### config.mk
export PLATFORM = sky130hd
export DESIGN_NAME = cache_ctrl
export DESIGN_NICKNAME = d
export VERILOG_FILES = /design/src/rtl/cache_pkg.sv /design/src/rtl/cache_tag_array.sv /design/src/rtl/cache_ctrl.sv
export SDC_FILE = /design/constraint.sdc
export NUM_CORES = 1
export LEC_CHECK = 0
export BUFFER_PORTS_ARGS = -buffer_cell sky130_fd_sc_hd__buf_2
export CORE_UTILIZATION = 30
export CTS_CLUSTER_SIZE = 24
export DETAILED_ROUTE_END_ITERATION = 10
export SYNTH_ARGS = -nofsm -noshare
export SYNTH_HDL_FRONTEND = slang
export SYNTH_SLANG_ARGS = --single-unit
### constraint.sdc
create_clock -name clk -period 14.2 [get_ports clk]
set_input_delay 2.13 -clock clk [delete_from_list [all_inputs] [get_ports clk]]
set_output_delay 2.13 -clock clk [all_outputs]
set_load 0.01 [all_outputs]
### src/rtl/cache_pkg.sv
// cache_pkg: shared types and constants for the direct-mapped cache controller.
//   state_t      controller FSM states
//   CACHE_*      default data width, index bits and word-address width
//   addr_index / addr_tag  split a default-width word address into index and tag
package cache_pkg;

   localparam int CACHE_WIDTH = 64;
   localparam int CACHE_ASIZE = 4;
   localparam int CACHE_AW    = 16;

   typedef enum logic [2:0] {
      IDLE,
      LOOKUP,
      MEM_REQ,
      MEM_WAIT,
      RESP
   } state_t;

   function automatic logic [CACHE_ASIZE-1:0] addr_index(input logic [CACHE_AW-1:0] addr);
      return addr[CACHE_ASIZE-1:0];
   endfunction

   function automatic logic [CACHE_AW-CACHE_ASIZE-1:0] addr_tag(input logic [CACHE_AW-1:0] addr);
      return addr[CACHE_AW-1:CACHE_ASIZE];
   endfunction

endpackage

### src/rtl/cache_tag_array.sv
// cache_tag_array: per-line tag + valid store for the direct-mapped cache.
//   clk, rst             clock, asynchronous active-high clear of all lines
//   rd_idx_i             combinational lookup index
//   rd_valid_o, rd_tag_o valid bit and tag of the looked-up line
//   wr_en_i, wr_idx_i,   write port: marks the line valid with wr_tag_i
//   wr_tag_i
module cache_tag_array #(
   parameter int ASIZE = 4,
   parameter int TAGW  = 12
) (
   input  logic             clk,
   input  logic             rst,
   input  logic [ASIZE-1:0] rd_idx_i,
   output logic             rd_valid_o,
   output logic [TAGW-1:0]  rd_tag_o,
   input  logic             wr_en_i,
   input  logic [ASIZE-1:0] wr_idx_i,
   input  logic [TAGW-1:0]  wr_tag_i
);

   localparam int LINES = 1 << ASIZE;

   logic [LINES-1:0] valid_q;
   logic [TAGW-1:0]  tag_q [LINES];

   always_ff @(posedge clk or posedge rst) begin
      if (rst) begin
         valid_q <= '0;
         for (int i = 0; i < LINES; i++) begin
            tag_q[i] <= '0;
         end
      end else if (wr_en_i) begin
         valid_q[wr_idx_i] <= 1'b1;
         tag_q[wr_idx_i]   <= wr_tag_i;
      end
   end

   assign rd_valid_o = valid_q[rd_idx_i];
   assign rd_tag_o   = tag_q[rd_idx_i];

endmodule

### src/rtl/cache_ctrl.sv
// cache_ctrl: direct-mapped, write-through, no-write-allocate cache controller
// placed in front of an external sram data array (combinational read).
//   cpu_req_*      single outstanding CPU request (ready only in IDLE)
//   cpu_resp_valid one-cycle completion pulse, cpu_rdata carries read data
//   mem_req_*      memory request (held stable until mem_req_ready)
//   mem_rvalid/rdata  refill data return
//   sram_*         data-array control; line index sits in the top ASIZE bits
//   hit_cnt, miss_cnt  saturating read hit/miss counters
module cache_ctrl
   import cache_pkg::*;
#(
   parameter int WIDTH = CACHE_WIDTH,
   parameter int ASIZE = CACHE_ASIZE,
   parameter int AW    = CACHE_AW
) (
   input  logic             clk,
   input  logic             rst,
   input  logic             cpu_req_valid,
   output logic             cpu_req_ready,
   input  logic             cpu_req_we,
   input  logic [AW-1:0]    cpu_req_addr,
   input  logic [WIDTH-1:0] cpu_req_wdata,
   output logic             cpu_resp_valid,
   output logic [WIDTH-1:0] cpu_rdata,
   output logic             mem_req_valid,
   input  logic             mem_req_ready,
   output logic             mem_req_we,
   output logic [AW-1:0]    mem_req_addr,
   output logic [WIDTH-1:0] mem_req_wdata,
   input  logic             mem_rvalid,
   input  logic [WIDTH-1:0] mem_rdata,
   output logic             sram_we,
   output logic             sram_re,
   output logic [AW-1:0]    sram_waddr,
   output logic [AW-1:0]    sram_raddr,
   output logic [WIDTH-1:0] sram_d_write,
   input  logic [WIDTH-1:0] sram_d_read,
   output logic [15:0]      hit_cnt,
   output logic [15:0]      miss_cnt
);

   localparam int TAGW = AW - ASIZE;

   state_t           state_q, state_d;
   logic [AW-1:0]    addr_q;
   logic             we_q;
   logic [WIDTH-1:0] wdata_q;
   logic [WIDTH-1:0] rdata_q, rdata_d;
   logic [15:0]      hit_q, hit_d, miss_q, miss_d;

   logic [ASIZE-1:0] idx;
   logic [TAGW-1:0]  tag;
   logic [AW-1:0]    line_addr;
   logic             tag_valid, hit, tag_we, accept;
   logic [TAGW-1:0]  tag_rd;

   function automatic logic [15:0] sat_inc(input logic [15:0] c);
      return (c == 16'hFFFF) ? c : c + 16'd1;
   endfunction

   assign idx       = addr_q[ASIZE-1:0];
   assign tag       = addr_q[AW-1:ASIZE];
   assign line_addr = {idx, {(AW-ASIZE){1'b0}}};
   assign hit       = tag_valid && (tag_rd == tag);
   assign accept    = cpu_req_valid && (state_q == IDLE);

   cache_tag_array #(.ASIZE(ASIZE), .TAGW(TAGW)) u_tags (
      .clk        (clk),
      .rst        (rst),
      .rd_idx_i   (idx),
      .rd_valid_o (tag_valid),
      .rd_tag_o   (tag_rd),
      .wr_en_i    (tag_we),
      .wr_idx_i   (idx),
      .wr_tag_i   (tag)
   );

   // state register
   always_ff @(posedge clk or posedge rst) begin
      if (rst) begin
         state_q <= IDLE;
      end else begin
         state_q <= state_d;
      end
   end

   // next-state logic
   always_comb begin
      state_d = state_q;
      case (state_q)
         IDLE:     if (cpu_req_valid) state_d = LOOKUP;
         LOOKUP:   state_d = (!we_q && hit) ? RESP : MEM_REQ;
         MEM_REQ:  if (mem_req_ready) state_d = we_q ? RESP : MEM_WAIT;
         MEM_WAIT: if (mem_rvalid) state_d = RESP;
         RESP:     state_d = IDLE;
         default:  state_d = IDLE;
      endcase
   end

   // output logic
   always_comb begin
      cpu_req_ready  = 1'b0;
      cpu_resp_valid = 1'b0;
      mem_req_valid  = 1'b0;
      mem_req_we     = 1'b0;
      mem_req_addr   = '0;
      mem_req_wdata  = '0;
      sram_we        = 1'b0;
      sram_re        = 1'b0;
      sram_waddr     = '0;
      sram_raddr     = '0;
      sram_d_write   = '0;
      tag_we         = 1'b0;
      case (state_q)
         IDLE: cpu_req_ready = 1'b1;
         LOOKUP: begin
            sram_re    = 1'b1;
            sram_raddr = line_addr;
            // write-through: update the data array only if the line is resident
            if (we_q && hit) begin
               sram_we      = 1'b1;
               sram_waddr   = line_addr;
               sram_d_write = wdata_q;
            end
         end
         MEM_REQ: begin
            mem_req_valid = 1'b1;
            mem_req_we    = we_q;
            mem_req_addr  = addr_q;
            mem_req_wdata = wdata_q;
         end
         MEM_WAIT: begin
            if (mem_rvalid) begin
               sram_we      = 1'b1;
               sram_waddr   = line_addr;
               sram_d_write = mem_rdata;
               tag_we       = 1'b1;
            end
         end
         RESP: cpu_resp_valid = 1'b1;
         default: ;
      endcase
   end

   // request capture; only consumed after accept, so no reset needed
   always_ff @(posedge clk) begin
      if (accept) begin
         addr_q  <= cpu_req_addr;
         we_q    <= cpu_req_we;
         wdata_q <= cpu_req_wdata;
      end
   end

   always_comb begin
      rdata_d = rdata_q;
      hit_d   = hit_q;
      miss_d  = miss_q;
      if (state_q == LOOKUP && !we_q) begin
         if (hit) begin
            rdata_d = sram_d_read;
            hit_d   = sat_inc(hit_q);
         end else begin
            miss_d = sat_inc(miss_q);
         end
      end
      if (state_q == MEM_WAIT && mem_rvalid) begin
         rdata_d = mem_rdata;
      end
   end

   always_ff @(posedge clk or posedge rst) begin
      if (rst) begin
         rdata_q <= '0;
         hit_q   <= '0;
         miss_q  <= '0;
      end else begin
         rdata_q <= rdata_d;
         hit_q   <= hit_d;
         miss_q  <= miss_d;
      end
   end

   assign cpu_rdata = rdata_q;
   assign hit_cnt   = hit_q;
   assign miss_cnt  = miss_q;

endmodule

### After elaboration in Yosys (flattened, before gate mapping)

Index checks and enable logic that the tools add are counted.

| word-level totals | value |
|---|---|
| word-level logic and storage cells | 98 |
| register bits after elaboration | 388 |
| input bits | 214 |

| cells by class | value |
|---|---|
| magnitude comparators | 4 |
| reductions and logical operators | 16 |
| muxes and demuxes | 37 |
| bitwise logic cells | 5 |
| add/sub/neg operators | 2 |
| equality and inequality tests | 10 |

Operators with widths:

| operator | number |
|---|---|
| $mux W64 | 6 |
| $bwmux W192 | 1 |
| $pmux W64 S2 | 1 |
| $mux W16 | 4 |
| $bmux W12 S4 | 1 |
| $demux W12 S4 | 1 |
| $mux W12 | 3 |
| $add A16 B1 Y16 const B | 2 |
| $eq A16 B16 Y1 const B | 2 |
| $pmux W16 S2 | 1 |
| $or A16 B16 Y16 | 1 |
| $mux W3 | 5 |
| $eq A12 B12 Y1 | 1 |
| $pmux W3 S4 | 1 |
| $mux W1 | 10 |
| $reduce_and A3 Y1 | 3 |
| $logic_and A1 B1 Y1 | 8 |
| $eq A3 B2 Y1 const B | 2 |
| $ne A2 B2 Y1 const B | 3 |
| $ge A5 B5 Y1 const B | 1 |
| $lt A4 B5 Y1 const B | 1 |
| $lt A5 B1 Y1 const B | 1 |
| $not A4 Y5 | 1 |
| $bmux W1 S4 | 1 |
| other kinds (10) | 13 |

### Logic depth before layout (Yosys ltp)

| depth | value |
|---|---|
| word-level depth | 9 |
| depth in mapped cells | 15 |
| depth with buffers taken out | 8 |

### Cells and area by module

Synthesis repeated with hierarchy kept, for this count alone.

| second synthesis, totals | value |
|---|---|
| cells, all modules | 1426 |
| area, all modules | 18238.7 µm² |

By module, submodules not included:

| module | instances | sequential area each (µm²) | cells an instance | area each (µm²) |
|---|---|---|---|---|
| cache_tag_array | 1 | 5205.0 | 586 | 9366.5 |
| cache_ctrl | 1 | 4909.7 | 840 | 8872.3 |

### Least setup slack after synthesis

No wires, ideal clock.

| timing path | value |
|---|---|
| path kind | input-to-output |
| start | input mem_rvalid |
| end | output sram_d_write[11] |
| setup slack | 8736 ps |
| buffers on the path | 3 |
| data required time | 12070 ps |
| stages | 5 |
| data arrival time | 3334 ps |
| cell sequence | and3_1 -> clkbuf_1 -> clkbuf_1 -> clkbuf_1 -> a22o_1 |

| between the ends | value |
|---|---|
| longest elaborated chain between the ends | 2 |

Ends and longest elaborated chain:

| element | line | source |
|---|---|---|
| from (decl) | cache_ctrl.sv:30 | `input logic mem_rvalid,` |
| $mux W64 | cache_ctrl.sv:133 | `if (mem_rvalid) begin` |
| $pmux W64 S2 | cache_ctrl.sv:114 | `case (state_q)` |
| to (decl) | cache_ctrl.sv:36 | `output logic [WIDTH-1:0] sram_d_write,` |

Every way passes these cells.

### Final worst setup path

| timing path | value |
|---|---|
| start | register addr_q[0] |
| end | output sram_waddr[15] |

| between the ends | value |
|---|---|
| longest elaborated chain between the ends | 9 |

Ends and longest elaborated chain:

| element | line | source |
|---|---|---|
| from (decl) | cache_ctrl.sv:45 | `logic [AW-1:0] addr_q;` |
| from (signal assigned) | cache_ctrl.sv:148 | `addr_q <= cpu_req_addr;` |
| $not A4 Y5 (implied by the code) | cache_tag_array.sv:39 | `assign rd_tag_o = tag_q[rd_idx_i];` |
| $bmux W12 S4 | cache_tag_array.sv:39 |  |
| $mux W12 (implied by the code) (2 in a row) | cache_tag_array.sv:39 |  |
| $eq A12 B12 Y1 | cache_ctrl.sv:64 | `assign hit = tag_valid && (tag_rd == tag);` |
| $logic_and A1 B1 Y1 (*) | cache_ctrl.sv:64 |  |
| $logic_and A1 B1 Y1 (*) | cache_ctrl.sv:120 | `if (we_q && hit) begin` |
| $mux W16 (*) | cache_ctrl.sv:120 |  |
| $pmux W16 S2 (*) | cache_ctrl.sv:114 |  |
| to (decl) | cache_ctrl.sv:34 | `output logic [AW-1:0] sram_waddr,` |

Every way passes the cells marked *; elsewhere a longest branch is shown, timed or not. The select of a mux whose other input is x is not followed.

==> reports/qor.csv <==
stage;metric;value;unit
clocking;cts_hold_buf;0;
cells_and_area;final_util;37.8;%
clocking;worstSkewPairLatency;0.60;ns
placement;dpl.hpwl;46.3;mm
timing;setup_violations;0;
timing;hold_viol;0;
clocking;clock-sinks;388;
yosys;postSynthAreaPerCell;12.6;sq um
drt;drt_wl_total;66.3;mm
drt;wl_per_cell;24.8;um
hold_path;min_path_type;reg2reg;
timing;max_freq;0.125;GHz
yosys;synth_top_family_by_area;multiplexers;
placement;io_buffers;467;
clocking;cts_setup_buffers;0;
status;status;complete, no violations;
grt;grt_max_degree;128;
cells_and_area;nets;2069;
clocking;clkTransAtPathRegs;0.06;ns
yosys;ys.flop_type;dfrtp_1;
grt;grt.overflow.total;0;
timing;drv_slew;0;
grt;grt_pass1_wl;92.1;mm
power_and_ir_drop;peakVddDrop;0.000121;V
clocking;htreeDepth;2;
floorplan;std_cell_rows;89;
critical_path;slowest_delay;0.84;ns
yosys;syn_area;18200;sq um
placement;gp_congestion;0.953;
clocking;cts_tree;done;
clocking;clock_path_buffers;3;
critical_path;worstSetupStartpointType;register;
yosys;synth-compound-area-share;5.38;%
floorplan;initial_core_util;30.6;%
cells_and_area;final_common_cell;buf_2;
timing;slew_headroom;24.0;%
timing;tightest_slew;1.13;ns
drt;drtIter0Drc;777;
critical_path;end_kind;output port;
floorplan;die_x;248;um
yosys;synth.area.mux_share;19.6;%
drt;firstDrtPassIters;7;
yosys;synth_seq_cells;388;
floorplan;core;59500;sq um
yosys;synth_warnings;0;
cells_and_area;final_layout_size_suffix_gt1_share;42.7;%
cells_and_area;final_cell_mix;buf_2, dfrtp_1, mux2_2;
critical_path;cpMaxStageDelayCell;buf_4;
critical_path;path_common_cell;buf_4;
drt;vias;13700;
critical_path;crit_chain;buf_4 > mux4_1 > mux4_2 > xor2_1 > a31oi_1 > nand4b_2 > nor4_4 > buf_6 > buf_4 > or2_2 > and3_1 > buf_2;
clocking;numCtsBuffers;45;
yosys;synthAdderAreaFrac;0.137;%
floorplan;io_pins;492;
cells_and_area;syn_to_final_growth;23.3;%
power_and_ir_drop;pwr_density_cell;177;nW/um^2
critical_path;required;12.07;ns
timing;rsz0062_at_grt;no;
critical_path;crit_fanout;56;
yosys;synth_edf_count;81;
yosys;async_reset_ff_share;79.1;%
grt;grt_pass1_vias;13400;
clocking;cts-root-buf;clkbuf_16;
timing;fin_crit;8.02;ns
floorplan;die_area;61700;sq um
drt;drc;0;
grt;antenna_found_initial;16;
yosys;seq_area_frac_synth;55.6;%
drt;final_antenna_net_count;0;
yosys;synth_xor_xnor_area_share;1.97;%
power_and_ir_drop;p_leak;11.0;nW
flow_run;maxCapViolations;0;
timing;fin_skew;0.0292;ns
grt;track_usage;20.6;%
timing;tns;0;ns
drt;via_per_inst;5.12;
clocking;cts.repair.resized;0;
critical_path;critical_path_arrival;5.89;ns
yosys;synthSimpleGateAreaFrac;12.8;%
critical_path;critPathKind;reg2out;
timing;period_share;56.5;%
yosys;synthDistinctLibCells;55;
yosys;synthCells;1441;
floorplan;die_h;248;um
## flip-flops by register name (all words and copies together) (netlist names)
name            cells
u_tags.valid_q     16
wdata_q            64
hit_cnt            16
addr_q             16
u_tags.tag_q      192
cpu_rdata          64
we_q                1
miss_cnt           16
state_q             3
## stage by stage
| step | std cells | hold WS [ns] | setup WS, ns | area, sq um | power [mW] |
|---|---|---|---|---|---|
| after floorplan | 1464 | 0.429 | 3.58 | 18300 | 2.38 |
| after global placement | 2578 | 0.445 | 6.31 | 21000 | 2.83 |
| after detailed placement | 2578 | 0.450 | 6.19 | 21000 | 2.87 |
| after CTS | 2662 | 0.465 | 5.54 | 22400 | 4.01 |
| after global routing | 2669 | 0.484 | 5.79 | 22400 | 4.19 |
| final | 2673 | 0.461 | 6.18 | 22500 | 3.98 |
## logic make-up (layout without fill, tap and decap cells)
kind of cell | after synthesis | in the layout
simple gates | 472 | 472
flops | 388 | 388
mux | 262 | 262
buf+inv | 150 | 576
compound gates | 125 | 125
xor+xnor | 41 | 41
fa+ha+maj | 2 | 2
other cells | 1 | 34
## power breakdown
| group | internal (mW) | switching [mW] |
|---|---|---|
| combinational | 0.528 | 0.606 |
| sequential | 1.48 | 0.224 |
| clock | 0.645 | 0.488 |
## cell usage after synthesis (2+ instances only)
master | instances | area share [%]
buf_1 | 22 | 0.45
nand2b_1 | 11 | 0.38
mux4_2 | 44 | 5.4
xor2_1 | 18 | 0.87
buf_2 | 13 | 0.36
dfrtp_1 | 307 | 42
edfxtp_1 | 81 | 13
and4b_1 | 2 | 0.11
a22o_1 | 64 | 3.1
nor2b_1 | 7 | 0.24
or3_1 | 2 | 0.069
a21oi_1 | 5 | 0.14
nand3_1 | 83 | 2.3
mux2_2 | 194 | 12
buf_12 | 7 | 0.77
a41oi_1 | 2 | 0.096
mux4_1 | 9 | 1.3
and2_1 | 93 | 3.2
or2_2 | 8 | 0.27
a31oi_1 | 35 | 1.2
buf_4 | 29 | 1.2
ha_1 | 2 | 0.14
nor3_1 | 20 | 0.55
xnor2_1 | 23 | 1.1
nand2_1 | 159 | 3.3
nor2_1 | 53 | 1.1
inv_1 | 8 | 0.16
nor4_1 | 8 | 0.27
mux2i_1 | 14 | 0.77
o21ai_0 | 2 | 0.055
and3_1 | 11 | 0.38
a22oi_1 | 7 | 0.29
buf_6 | 4 | 0.25
clkbuf_1 | 67 | 1.4
nand4_1 | 7 | 0.24
## routing by layer
layer / GRT usage [%] / up-vias / routed length [um] / share of wire [%]
met4: 11.7 / 8 / 3500 / 5.3
met3: 6.22 / 151 / 5590 / 8.4
li1: - / 5958 / - / -
met5: 0 / - / 51 / 0.077
met2: 32.6 / 562 / 31500 / 47
met1: 24.9 / 7018 / 25700 / 39
## layout make-up
type	instances	area, sq um
Fill cell	5830	37000
Sequential cell	388	10100
Multi-Input combinational cell	926	7410
Timing Repair Buffer	484	2470
Clock buffer	69	1280
Tap cell	773	967
Clock inverter	15	159
Inverter	8	37.5
Antenna cell	10	25.0
## final timing paths
check                                                   start                       endpoint  slack [ns]  cells past startpoint
worst max-delay path                      addr_q[0]$_DFFE_PP_                 sram_waddr[15]        6.18                     12
worst min-delay path            u_tags.valid_q[3]$_DFFE_PP0P_  u_tags.valid_q[3]$_DFFE_PP0P_        0.46                      1
worst max register to register            addr_q[0]$_DFFE_PP_         hit_cnt[1]$_DFFE_PP0P_        9.13                     10
worst min register to register  u_tags.valid_q[3]$_DFFE_PP0P_  u_tags.valid_q[3]$_DFFE_PP0P_        0.46                      1
max in group asynchronous                                 rst      cpu_rdata[52]$_DFFE_PP0P_       10.86                      3
min in group asynchronous                                 rst      cpu_rdata[15]$_DFFE_PP0P_        1.65                      2
## critical path, delay by kind of cell, from the launching register on
family	cells	cell delay, ns
buffers and inverters	4	1.71
xor gates and xnor gates	1	0.16
DFF	1	0.54
AOI/OAI and AO/OA	1	0.29
muxes	2	1.13
and+or+nand+nor	4	1.42
No activity file was read; power rests on OpenSTA's default activity.
